**src/rtl/svpwm_pkg.sv**
```systemverilog
// Shared types and constants for the inverse Clarke transform block:
// FSM encoding, the sqrt(3)/2 coefficient and the output saturation helper.
package svpwm_pkg;

  typedef enum logic [1:0] {
    ST_IDLE = 2'd0,
    ST_MUL  = 2'd1,
    ST_SUM  = 2'd2,
    ST_HOLD = 2'd3
  } state_t;

  // sqrt(3)/2 in signed Q1.15
  localparam int K2_Q15 = 28378;

  localparam int SAT_W = 16;
  localparam int SUM_W = 18;
  localparam logic signed [SUM_W-1:0] SAT_MAX = 18'sd32767;
  localparam logic signed [SUM_W-1:0] SAT_MIN = -18'sd32768;

  function automatic logic signed [SAT_W-1:0] sat16(input logic signed [SUM_W-1:0] x);
    if (x > SAT_MAX) return SAT_MAX[SAT_W-1:0];
    if (x < SAT_MIN) return SAT_MIN[SAT_W-1:0];
    return x[SAT_W-1:0];
  endfunction

endpackage

```
**src/rtl/rr_arbiter.sv**
```systemverilog
// Round-robin grant: search starts one past the last granted channel and
// wraps modulo NCH; the first requesting channel found wins.
module rr_arbiter #(
  parameter int NCH = 2
) (
  input  logic [NCH-1:0]         req,
  input  logic [$clog2(NCH)-1:0] last_grant,
  output logic [NCH-1:0]         grant,
  output logic [$clog2(NCH)-1:0] grant_idx
);

  localparam int IW = $clog2(NCH);

  always_comb begin : p_search
    logic found;
    int   idx;
    // NOTE: every output gets a default before the search so no path infers a latch.
    grant     = '0;
    grant_idx = '0;
    found     = 1'b0;
    idx       = 0;
    for (int off = 1; off <= NCH; off++) begin
      idx = int'(last_grant) + off;
      if (idx >= NCH) idx = idx - NCH;
      if (!found && req[idx]) begin
        found      = 1'b1;
        grant[idx] = 1'b1;
        grant_idx  = IW'(idx);
      end
    end
  end

endmodule

```
**src/rtl/inv_clark_arb.sv**
```systemverilog
// Inverse Clarke transform (alpha/beta/gamma -> a/b/c) shared by NCH requesters
// through a round-robin arbiter and a single 16x16 multiplier, one job in flight.
module inv_clark_arb #(
  parameter int NCH    = 2,
  parameter int K2_Q15 = svpwm_pkg::K2_Q15
) (
  input  logic                     clk,
  input  logic                     rst,
  input  logic [NCH-1:0]           in_valid,
  output logic [NCH-1:0]           in_ready,
  input  logic [NCH-1:0][15:0]     in_alpha,
  input  logic [NCH-1:0][15:0]     in_beta,
  input  logic [NCH-1:0][15:0]     in_gamma,
  output logic                     out_valid,
  input  logic                     out_ready,
  output logic [$clog2(NCH)-1:0]   out_ch,
  output logic signed [15:0]       out_a,
  output logic signed [15:0]       out_b,
  output logic signed [15:0]       out_c,
  output logic                     busy
);

  import svpwm_pkg::*;

  localparam int IW = $clog2(NCH);
  localparam logic signed [15:0] K2_S = 16'(K2_Q15);

  state_t r_state, w_state_nxt;

  logic [IW-1:0]      r_last, r_ch, w_gidx;
  logic [NCH-1:0]     w_grant;
  logic               w_hs;

  logic signed [15:0] r_alpha, r_beta, r_gamma, r_ha;
  logic signed [16:0] r_kb, w_kb;
  logic signed [31:0] w_prod, w_rnd;
  logic signed [17:0] w_a, w_b, w_c;
  logic signed [15:0] r_a, r_b, r_c;

  rr_arbiter #(.NCH(NCH)) u_arb (
    .req        (in_valid),
    .last_grant (r_last),
    .grant      (w_grant),
    .grant_idx  (w_gidx)
  );

  assign w_hs = |(in_valid & in_ready);

  // The only multiplier; it serves whichever channel currently owns the pipeline.
  assign w_prod = r_beta * K2_S;
  assign w_rnd  = w_prod + 32'sd16384;
  assign w_kb   = 17'(w_rnd >>> 15);

  assign w_a = 18'(r_alpha) + 18'(r_gamma);
  assign w_b = 18'(r_gamma) + 18'(r_kb) - 18'(r_ha);
  assign w_c = 18'(r_gamma) - 18'(r_kb) - 18'(r_ha);

  assign out_ch = r_ch;
  assign out_a  = r_a;
  assign out_b  = r_b;
  assign out_c  = r_c;

  always_ff @(posedge clk or posedge rst) begin
    if (rst) r_state <= ST_IDLE;
    else     r_state <= w_state_nxt;
  end

  always_comb begin
    w_state_nxt = r_state;
    in_ready    = '0;
    out_valid   = 1'b0;
    busy        = 1'b1;
    unique case (r_state)
      ST_IDLE: begin
        busy     = 1'b0;
        in_ready = rst ? '0 : w_grant;
        if (w_hs) w_state_nxt = ST_MUL;
      end
      ST_MUL:  w_state_nxt = ST_SUM;
      ST_SUM:  w_state_nxt = ST_HOLD;
      ST_HOLD: begin
        out_valid = 1'b1;
        if (out_ready) w_state_nxt = ST_IDLE;
      end
      default: w_state_nxt = ST_IDLE;
    endcase
  end

  always_ff @(posedge clk or posedge rst) begin
    if (rst) begin
      r_last  <= IW'(NCH - 1);
      r_ch    <= '0;
      r_alpha <= '0;
      r_beta  <= '0;
      r_gamma <= '0;
      r_ha    <= '0;
      r_kb    <= '0;
      r_a     <= '0;
      r_b     <= '0;
      r_c     <= '0;
    end else begin
      // NOTE: non-blocking so every stage reads the previous cycle's values.
      if (w_hs) begin
        r_alpha <= $signed(in_alpha[w_gidx]);
        r_beta  <= $signed(in_beta[w_gidx]);
        r_gamma <= $signed(in_gamma[w_gidx]);
        r_ch    <= w_gidx;
        r_last  <= w_gidx;
      end
      if (r_state == ST_MUL) begin
        r_ha <= r_alpha >>> 1;
        r_kb <= w_kb;
      end
      if (r_state == ST_SUM) begin
        r_a <= sat16(w_a);
        r_b <= sat16(w_b);
        r_c <= sat16(w_c);
      end
    end
  end

endmodule

```
**config.mk**
```make
export PLATFORM = sky130hd
export DESIGN_NAME = inv_clark_arb
export DESIGN_NICKNAME = d
export VERILOG_FILES = /design/src/rtl/svpwm_pkg.sv /design/src/rtl/rr_arbiter.sv /design/src/rtl/inv_clark_arb.sv
export SDC_FILE = /design/constraint.sdc
export NUM_CORES = 1
export LEC_CHECK = 0
export ABC_CLOCK_PERIOD_IN_PS = 9800
export CORE_UTILIZATION = 40
export DETAILED_ROUTE_END_ITERATION = 10
export GPL_TIMING_DRIVEN = 0
export SLEW_MARGIN = 20
export SYNTH_ARGS = -nofsm -noshare
export SYNTH_HDL_FRONTEND = slang
export SYNTH_HIERARCHICAL = 1
export SYNTH_SLANG_ARGS = --single-unit
export TNS_END_PERCENT = 1
```
**constraint.sdc**
```tcl
create_clock -name clk -period 9.8 [get_ports clk]
set_input_delay 1.96 -clock clk [delete_from_list [all_inputs] [get_ports clk]]
set_output_delay 1.96 -clock clk [all_outputs]
set_load 0.005 [all_outputs]
```
## Yosys cells after proc, flatten, opt, wreduce, memory -nomap -nowiden

Cells that the tools add are included.

| storage, ports and cells | value |
|---|---|
| flip-flop bits (word level) | 132 |
| bits of input ports | 101 |
| output and inout bits | 53 |
| logic and storage cells | 106 |

| cells by class | value |
|---|---|
| add/subtract/negate cells | 10 |
| $mul | 1 |
| magnitude comparators | 13 |
| equal/unequal tests | 5 |
| muxes and demuxes | 57 |
| bitwise operators | 2 |
| reduce and logical (&&, ||, !) cells | 7 |

Operators by type and width:

| cell | count |
|---|---|
| two-way mux 16 bit | 18 |
| greater-or-equal comparator 32 x 1 -> 1 bit (second input constant) | 2 |
| greater-or-equal comparator 32 x 3 -> 1 bit (second input constant) | 2 |
| less-than comparator 32 x 3 -> 1 bit (second input constant) | 2 |
| two-way mux 32 bit | 2 |
| subtractor 32 x 3 -> 32 bit (second input constant) | 2 |
| greater-than comparator 18 x 16 -> 1 bit (second input constant) | 2 |
| less-than comparator 18 x 16 -> 1 bit (second input constant) | 2 |
| subtractor 18 x 15 -> 18 bit | 2 |
| adder 32 x 16 -> 32 bit (second input constant) | 1 |
| multiplier 16 x 15 -> 31 bit (second input constant) | 1 |
| two-way mux 1 bit | 28 |
| adder 16 x 17 -> 18 bit | 1 |
| subtractor 16 x 17 -> 18 bit | 1 |
| adder 16 x 16 -> 17 bit | 1 |
| greater-than comparator 17 x 16 -> 1 bit (second input constant) | 1 |
| less-than comparator 17 x 16 -> 1 bit (second input constant) | 1 |
| two-way mux 2 bit | 6 |
| one-hot mux 2 bit (4 select lines) | 1 |
| == test 2 bit (second input constant) | 2 |
| inequality test 2 bit (second input constant) | 2 |
| adder 1 x 2 -> 3 bit (second input constant) | 1 |
| logical AND 1 bit | 3 |
| adder 1 x 1 -> 2 bit (second input constant) | 1 |
| other kinds (9) | 10 |

## Depth between registers and ports, before layout

Gate-level depths: netlist of run 1.

| logic depth | value |
|---|---|
| word-level depth | 16 |
| depth in mapped cells | 25 |
| gate-level depth less buffers | 24 |

## Hierarchy

Netlist of run 1, hierarchy kept.

By module, submodules not included:

| module | times used | cells an instance | area each (um^2) | seq. area each (um^2) |
|---|---|---|---|---|
| inv_clark_arb | 1 | 1,571 | 14,760.4 | 3,304.4 |
| rr_arbiter | 1 | 4 | 26.3 | 0.0 |

## Worst setup path before layout of run 1

Ideal clock, no wire load.

| timing | value |
|---|---|
| path type | input to output |
| from | in rst |
| to | out in_ready[1] |
| arrival time | 5.193 ns |
| setup slack | 2.647 ns |
| stages on the path | 2 |
| cell sequence | inv_1 > and3_1 |

| on the way | value |
|---|---|
| word-level cells in the longest chain between the ends | 2 |

Ends and longest elaborated chain:

| item | line | source |
|---|---|---|
| start: declaration | inv_clark_arb.sv:8 | `input logic rst,` |
| two-way mux 2 bit | inv_clark_arb.sv:76 | `in_ready = rst ? '0 : w_grant;` |
| two-way mux 2 bit | inv_clark_arb.sv:73 | `unique case (r_state)` |
| end: declaration | inv_clark_arb.sv:10 | `output logic [NCH-1:0] in_ready,` |

Every way passes these cells.

## Worst setup path in the final report of run 1

| timing | value |
|---|---|
| from | reg r_beta[15] |
| to | reg r_kb[16] |

| on the way | value |
|---|---|
| word-level cells in the longest chain between the ends | 2 |

Ends and longest elaborated chain:

| item | line | source |
|---|---|---|
| start: declaration | inv_clark_arb.sv:34 | `logic signed [15:0] r_alpha, r_beta, r_gamma, r_ha;` |
| start signal: assignment | inv_clark_arb.sv:105 | `r_beta <= $signed(in_beta[w_gidx]);` |
| multiplier 16 x 15 -> 31 bit | inv_clark_arb.sv:50 | `assign w_prod = r_beta * K2_S;` |
| adder 32 x 16 -> 32 bit | inv_clark_arb.sv:51 | `assign w_rnd = w_prod + 32'sd16384;` |
| end signal: assignment | inv_clark_arb.sv:112 | `r_kb <= w_kb;` |
| end: declaration | inv_clark_arb.sv:35 | `logic signed [16:0] r_kb, w_kb;` |

Every way passes these cells.
A chain may end at the register's enable or synchronous reset.

==> flow_results.org, run 1 <==
** Status
- Result of the run :: complete, no violations

** Worst hold path
- The path with the worst hold slack has its endpoint at out_a[11].
- The path class of the tightest hold or removal check is reg2reg.
- In this run the most critical hold path is launched from out_a[11].
- Along the worst hold path, the cell count comes to 1.

** Placement
- Worst slack at placement :: 2716 ps
- Count of port buffers added during placement :: 153
- The congestion estimate from routability-driven global placement came to 0.9002.
- After detailed placement, the total cell area comes to 16940 sq um.
- Estimated wirelength of the detail-placed design :: 31420 um

** Die
- The initial utilization of the core area, before any placement, comes to 0.4049.
- The floorplan has 70 rows.
- Ports :: about 150
- The die covers 37740 sq um.
- DIE WIDTH :: 194.3 um
- Die Height :: 194.3 um
- Core box area :: 36520 sq um

** Logic synthesis
- Summing every instance area after synthesis gives 14790 sq um.
- A synthesized cell averages 9.388 sq um.
- Of all flip-flops after synthesis, the portion carrying an async set or reset was 1.000.
- For this run, the number of Yosys warnings is 6.
- Counting distinct cell types in the post-synthesis netlist gives 81.
- Proportion of synthesized chip area in sequential cells :: 0.2235
- Number of cells produced by synthesis :: 1575
- Syn_nets :: 1991
- Synthesis inferred 132 register bits.
- Number of synthesized flops with an enable pin :: 0
- Most frequently used flop master after synthesis :: sky130_fd_sc_hd__dfrtp_1

** Drt
- Total wire length after detailed routing :: 37470 um
- After the first detailed-routing iteration, the DRC count stood at 451.
- Post-detailed-route DRC marker count :: 0
- After detailed routing, the average wire length per cell comes to between 15 and 20 um.
- For this run, the detailed router's first-pass iteration total came to 5.
- Using the TritonRoute via totals, the vias-per-cell ratio works out to 5.095.
- Antenna Violating Nets Remaining :: 0
- Summing over every cut layer, the via total after detailed routing is 11360.

** STA
- The number of pins exceeding their max-slew limit in the final report is 0.
- Share of the clock period used by the worst path :: 0.7189
- Headroom to the max-slew limit came out at 0.4127.
- Across all setup checks in the final design, the least slack found is 2755 ps.
- Timing-limited maximum frequency :: 141.9 MHz
- Count of final setup violators :: 0
- Final hold analysis gives a worst-case slack of around 500 ps.
- Shortest clock period the worst path allows after layout :: 7045 ps
- The number of hold-slack violations in the final timing report was 0.
- Setup repair after global routing left no endpoint under its margin.
- Final worst clock skew :: between 10 and 15 ps
- Setup_tns :: 0 ps
- For the pin with the worst max-slew slack, the measured transition is 880.9 ps.

** Worst setup path
- Worst reg-to-reg setup slack :: around 2800 ps
- The number of cells on the worst reg-to-reg path is 21.
- The worst setup path is of the reg2reg kind.
- The worst register-to-register path begins at r_beta[15].
- The worst setup path is captured at a flip-flop.
- Critical Path Fanout Max :: 18
- The endpoint identified for the worst register-to-register timing path is r_kb[16].
- Data on the critical path is required at its endpoint by approximately 10000 ps.
- Arrival time worst endpoint :: around 7400 ps
- STA classifies the critical path startpoint as a flip-flop.

** Global route
- The number of global-route vias before repair was 11810.
- Congestion Overflow GR :: 0
- Largest net degree at the start of global routing :: 94
- The first global-routing pass estimated 61180 um of wire.
- The number of antenna violations at the first check in global routing was 0.
- Overall global routing resource usage :: 0.2083

** Clock network
- The later pin in the worst-skew pair is clocked with a latency of 430 ps.
- Clk root buf :: sky130_fd_sc_hd__clkbuf_16
- H-tree lvl count :: 4
- Hold repair after CTS inserted 0 buffers.
- TritonCTS built the clock tree.
- Setup fix buffers added after clock tree synthesis :: 0
- Number of clock sinks :: between 100 and 150
- Number of buffers inserted during clock tree synthesis :: 17
- The clock passes through at most 2 buffers.
- Clock-pin slew was measured on the worst setup and hold paths at 70 ps.
- Post-CTS resize count :: 0

** Finish
- In the final layout, the multi-input gates occupy roughly 10000 sq um.
- Leaving out fill and tap cells, the most frequent cells in the layout are 328 x sky130_fd_sc_hd__inv_1, 165 x sky130_fd_sc_hd__ha_1, 153 x sky130_fd_sc_hd__clkdlybuf4s50_1.
- Relative to the synthesized area, the layout overhead comes to 18.40%.
- Ratio of cells with drive above 1 in the final layout :: 0.04884
- Final Instance Area :: ~18000 sq um
- Net total in the final layout :: 2164
- Filler Cell Count :: about 3500
- Most common library cell in the layout ignoring fill and taps :: sky130_fd_sc_hd__inv_1
- In the final layout, flip-flops and latches occupy 3304 sq um.
- Ant. Diodes :: 0

** Flow run
- Count of maximum capacitance violations :: 0
routing by layer:
layer / wire [um] / track usage / up-vias
li1: - / - / 5557
met1: 16590 / 0.2577 / 5579
met2: 19180 / 0.3758 / 181
met3: 914 / 0.02679 / 40
met4: 778 / 0.06290 / 0
met5: 0 / 0 / -
Yosys cell counts (34+ instances only):
cell type                  number  area, sq um
sky130_fd_sc_hd__ha_1         165         2064
sky130_fd_sc_hd__dfrtp_1      131         3278
sky130_fd_sc_hd__nor2_1       113        424.2
sky130_fd_sc_hd__nand2_1       55        206.5
sky130_fd_sc_hd__inv_1        329         1235
sky130_fd_sc_hd__o21ai_0       39        195.2
sky130_fd_sc_hd__fa_1         150         3003
sky130_fd_sc_hd__xnor2_1       42        367.9
sky130_fd_sc_hd__mux2i_1       54        540.5
sky130_fd_sc_hd__clkbuf_1      34        127.6
sky130_fd_sc_hd__a21oi_1      135        675.7
sky130_fd_sc_hd__xor2_1        38        332.8
flip-flops by register name, indices dropped and copies added, names as in the netlist:
register	count
r_gamma	16
r_kb	17
out_c	16
out_a	16
out_b	16
r_state	2
out_ch	1
r_alpha	16
r_last	1
r_ha	15
r_beta	16
cell families (layout without fill, tap and decap cells):
logic type                 Yosys count  count (layout)  share of synthesized area
DFF                                132             132                     0.2235
muxes                               69              69                    0.04798
adders and majority gates          316             316                     0.3434
xor gates and xnor gates            80              80                    0.04739
and+or+nand+nor                    244             244                    0.07726
buffers and inverters              375             561                    0.09892
AOI/OAI and AO/OA                  359             359                     0.1616
cell type report:
cell class	count	share of cell area
plain buffers	46	0.01308
clock buffers	18	0.02509
clock inverters	14	0.007290
inverters	329	0.07097
multi-input cells	1068	0.5723
flip-flops and latches	132	0.1888
well taps	468	0.03345
repair buffers	154	0.08905
stage by stage:
stage	std cells	utilization
after global routing	2229	0.4793
after global placement	2196	0.4628
final	2229	0.4793
after detailed placement	2197	0.4638
after CTS	2229	0.4793
after floorplan	1575	-
worst max-delay path by stage:
| stage | from | end | slack (ps) | depth (start not counted) |
|---|---|---|---|---|
| floorplan | rst | in_ready[1] | 2650 | 2 |
| global placement | rst | in_ready[0] | 310 | 4 |
| detailed placement | r_beta[15] | r_kb[16] | 2720 | 21 |
| CTS | r_beta[15] | r_kb[16] | 2670 | 21 |
| global route | r_beta[15] | r_kb[15] | 2140 | 21 |
| finish | r_beta[15] | r_kb[16] | 2760 | 21 |
critical path, stage by stage (launching register included):
cell,delay (ps)
sky130_fd_sc_hd__dfrtp_1,830
sky130_fd_sc_hd__ha_1,450
sky130_fd_sc_hd__fa_1,560
sky130_fd_sc_hd__inv_1,50
sky130_fd_sc_hd__fa_1,510
sky130_fd_sc_hd__fa_1,440
sky130_fd_sc_hd__fa_1,540
sky130_fd_sc_hd__inv_1,50
sky130_fd_sc_hd__fa_1,500
sky130_fd_sc_hd__inv_1,40
sky130_fd_sc_hd__ha_1,350
sky130_fd_sc_hd__and2_1,210
sky130_fd_sc_hd__a221oi_1,360
sky130_fd_sc_hd__o21ai_1,170
sky130_fd_sc_hd__a2111oi_2,410
sky130_fd_sc_hd__nor2_1,120
sky130_fd_sc_hd__o21ba_4,270
sky130_fd_sc_hd__nor4b_4,200
sky130_fd_sc_hd__nand2_2,130
sky130_fd_sc_hd__a2111o_1,430
sky130_fd_sc_hd__and3_4,180
sky130_fd_sc_hd__o221ai_2,130
Power of run 1 is not shown: default switching activity piles up to over one toggle a cycle in this logic, so the estimate is an artifact.
==> run 2, diff against run 1 <==
ABC_CLOCK_PERIOD_IN_PS = 6000   (was 9800)
clock period = 6 ns   (was 9.8 ns; I/O delays follow)
==> run 2 against run 1 <==
The flow now finishes with violations (negative setup slack). Cell area grew 5.7%. Maximum frequency grew 10%. Non-clock buffer count grew 32. Clock skew shrank 5.2 ps. Via count grew 2.0%.
==> flow_results.org, run 2 (synthesized netlist as in run 1, its figures left out) <==
** Status
- The run finished, with violations left.
- Failing checks :: negative setup slack

** Clock network
- The number of buffers created by CTS was 17 (unchanged).
- Max Root-Sink Buffers :: 2 (unchanged)
- Clock latency on the worst-skew pair :: 430 ps (about the same)
- The clock sink total is 132 (unchanged).
- Number of hold buffers added after CTS :: 0 (unchanged)
- CTS tree :: yes
- Clock transition at the registers of the reported paths :: 70 ps (about the same)
- Clk root buf :: sky130_fd_sc_hd__clkbuf_16
- H-tree lvl count :: 4 (unchanged)

** STA
- Max-slew violation total from the final report :: 0 (unchanged)
- The worst slew slack as a fraction of its limit was 0.4220 (+0.009225).
- The worst-case clock skew came to 7.571 ps (-5.165 ps).
- The count of endpoints failing setup in the final report came to 5 (+5).
- The worst hold slack is 488.3 ps (-0.9870 ps).
- The number of hold-slack violations in the final timing report was 0 (unchanged).
- Timing-limited maximum frequency :: 156.8 MHz (+10%)
- The post-route worst setup slack came to -376.9 ps (-3132 ps).
- Transition time at the pin with the least slew margin :: 867.1 ps (-13.84 ps)
- Setup repair after global routing missed its margin :: true
- Shortest clock period the worst path allows after layout :: 6377 ps (-667.9 ps)
- Share of the clock period used by the worst path :: 1.063 (+0.3440)

** Drt
- Routed WL per cell :: 16.78 um (-0.18%)
- The number of DRC markers after the initial detailed-route iteration came to 543 (+20%).
- The number of nets still failing antenna checks after routing was 0 (unchanged).
- The detailed-route vias per instance is 5.124 (+0.56%).
- Vias post-DR :: 11590 (+2.0%)
- The number of DRC violations after detailed routing was 0 (unchanged).
- The aggregate routed wire length is 37940 um (+1.3%).
- The number of detailed-routing iterations run before antenna repair is 5 (unchanged).

** Worst setup path
- The kind of cell with the highest combined delay along the critical path is adder cells.
- Nature of the critical path endpoint :: flip-flop
- Capture point of the worst reg-to-reg path :: r_kb[16]
- The worst setup path is launched from a flip-flop.
- Total buffers and inverters traversed by the critical path :: 5 (+2)
- Startpoint of the worst register-to-register path :: r_beta[12]
- The worst setup path is of the reg2reg kind.
- Critical Path Fanout Max :: 7 (-11)
- Cell with the biggest individual delay on the critical path :: sky130_fd_sc_hd__fa_1
- Worst EP required :: 6350 ps (-3790 ps)
- Critical-path cell list :: ha_4 -> inv_2 -> fa_1 -> inv_1 -> fa_1 -> fa_1 -> fa_1 -> inv_1 -> fa_1 -> inv_1 -> ha_1 -> buf_6 -> a21oi_4 -> nand2_2 -> a221oi_4 -> a31oi_4 -> xnor2_4 -> or3_1 -> and4bb_2 -> nand2_2 -> a2111o_1 -> and3_4 -> o221ai_2
- Counting stages on the worst path, the most repeated cell is sky130_fd_sc_hd__fa_1.
- The largest stage delay on the critical path came to 530 ps (-300 ps).
- Arrival time worst endpoint :: 6730 ps (-660 ps)
- Logic depth of the worst setup path including buffers :: 23 (+9.5%)
- The length in cells of the worst reg-to-reg path is 23 (+9.5%).
- Worst reg-to-reg setup slack :: -380 ps (-3130 ps)

** Finish
- Filler Cell Count :: 3375 (-2.2%)
- The area of combinational cells with multiple inputs is 10730 sq um (+7.1%).
- Final Non-Filler Cells :: 2261 (+1.4%)
- The library cell used most frequently in the layout, excluding fill and tap cells, is sky130_fd_sc_hd__inv_1.
- The proportion of layout cells with a drive suffix above 1 was 0.1260 (+0.07721).
- Area overhead of the layout relative to synthesis :: 25.10%
- More flip-flops sit in one register than any other, and that register is r_kb.
- Total area of sequential cells :: 3327 sq um (+0.68%)
- The number of nets in the layout came to 2196 (+1.5%).
- Ant. Diodes :: 0 (unchanged)
- Commonest cells after routing, fill and taps aside :: 318 x sky130_fd_sc_hd__inv_1, 153 x sky130_fd_sc_hd__clkdlybuf4s50_1, 146 x sky130_fd_sc_hd__fa_1
- The number of flip-flops under the largest register name came to 17 (unchanged).
- Utilization after layout :: 0.5065 (+0.02713)

** Global route
- Antenna violations before repair :: 0 (unchanged)
- Largest net degree at the start of global routing :: 92 (-2.1%)
- First-pass GRT wire length :: 62750 um (+2.6%)
- The number of global-route vias before repair is 12030 (+1.9%).
- The total congestion overflow is 0 (unchanged).
- The global routing usage summed across all routing layers was 0.2103 (+0.002038).

** Worst hold path
- HP Start :: out_a[6]
- The worst hold path terminates at out_a[6].
- The cell depth of the worst min-delay path was 1 (unchanged).
- The min-delay analysis places its worst path in the category reg2reg.

** Die
- Core box area :: 36520 sq um (unchanged)
- The die extent in y is 194.3 um (unchanged).
- Die ar. :: 37740 sq um (unchanged)
- The die extent in x came to 194.3 um (unchanged).
- The number of placement rows came to 70 (unchanged).
- Ports :: 154 (unchanged)
- Initial core utilization :: 0.4049 (unchanged)

** Flow run
- The number of violations of the max-capacitance limit was 0 (unchanged).

** Placement
- Number of placed instances, taps included :: 2197 (unchanged)
- The count of port buffers added during placement was 153 (unchanged).
- Final weighted congestion of routability-driven global placement :: 0.8821 (-2.0%)
- Worst slack at placement :: -589.6 ps (-3305 ps)
- Estimated wirelength of the detail-placed design :: 31340 um (-0.24%)
run 2: changes by cell type in the layout (fill, tap and decap cells not counted), sizes merged:
cell / previous run / this run
inv: 332 / 337
buf: 11 / 45
bufinv: 1 / 0
clkinvlp: 4 / 2
clkinv: 6 / 5
clkbuf: 53 / 50
run 2: final cells by class:
class	instances	area share
clock buffer	17	0.02300
clock inverter	15	0.007373
tap	468	0.03166
timing repair buffer	188	0.09828
buffer	44	0.01224
multi-input combinational	1068	0.5803
inverter	329	0.06730
sequential	132	0.1799
run 2: what timing repair did:
action	in CTS	in global routing
setup endpoints to repair	10	13
gates cloned	0	0
buffers inserted	27	7
pin swaps	54	29
resized for setup	48	48
run 2: worst max path at each step:
| stage | endpoint | startpoint | slack [ps] |
|---|---|---|---|
| after floorplan | r_kb[16] | r_beta[14] | -4 |
| after global placement | in_ready[0] | rst | -1760 |
| after detailed placement | r_kb[5] | r_beta[5] | -590 |
| after CTS | r_kb[16] | r_beta[8] | -380 |
| after global routing | r_kb[16] | r_beta[12] | -580 |
| final | r_kb[16] | r_beta[12] | -380 |
run 2: per-layer routing:
layer,up-vias,share of wire,track usage
met1,5735,0.45,0.2691
met3,29,0.026,0.02053
met4,0,0.013,0.04968
met5,-,0,0
met2,194,0.51,0.3804
li1,5627,-,-
run 2: through the flow:
stage | area (sq um) | setup TNS [ps]
floorplan | 15070 | -3.845
global placement | 17190 | -168770
detailed placement | 17220 | -2717
CTS | 18210 | -1150
global route | 18500 | -2729
finish | 18500 | -1141
Power of run 2 is left out for the same reason.
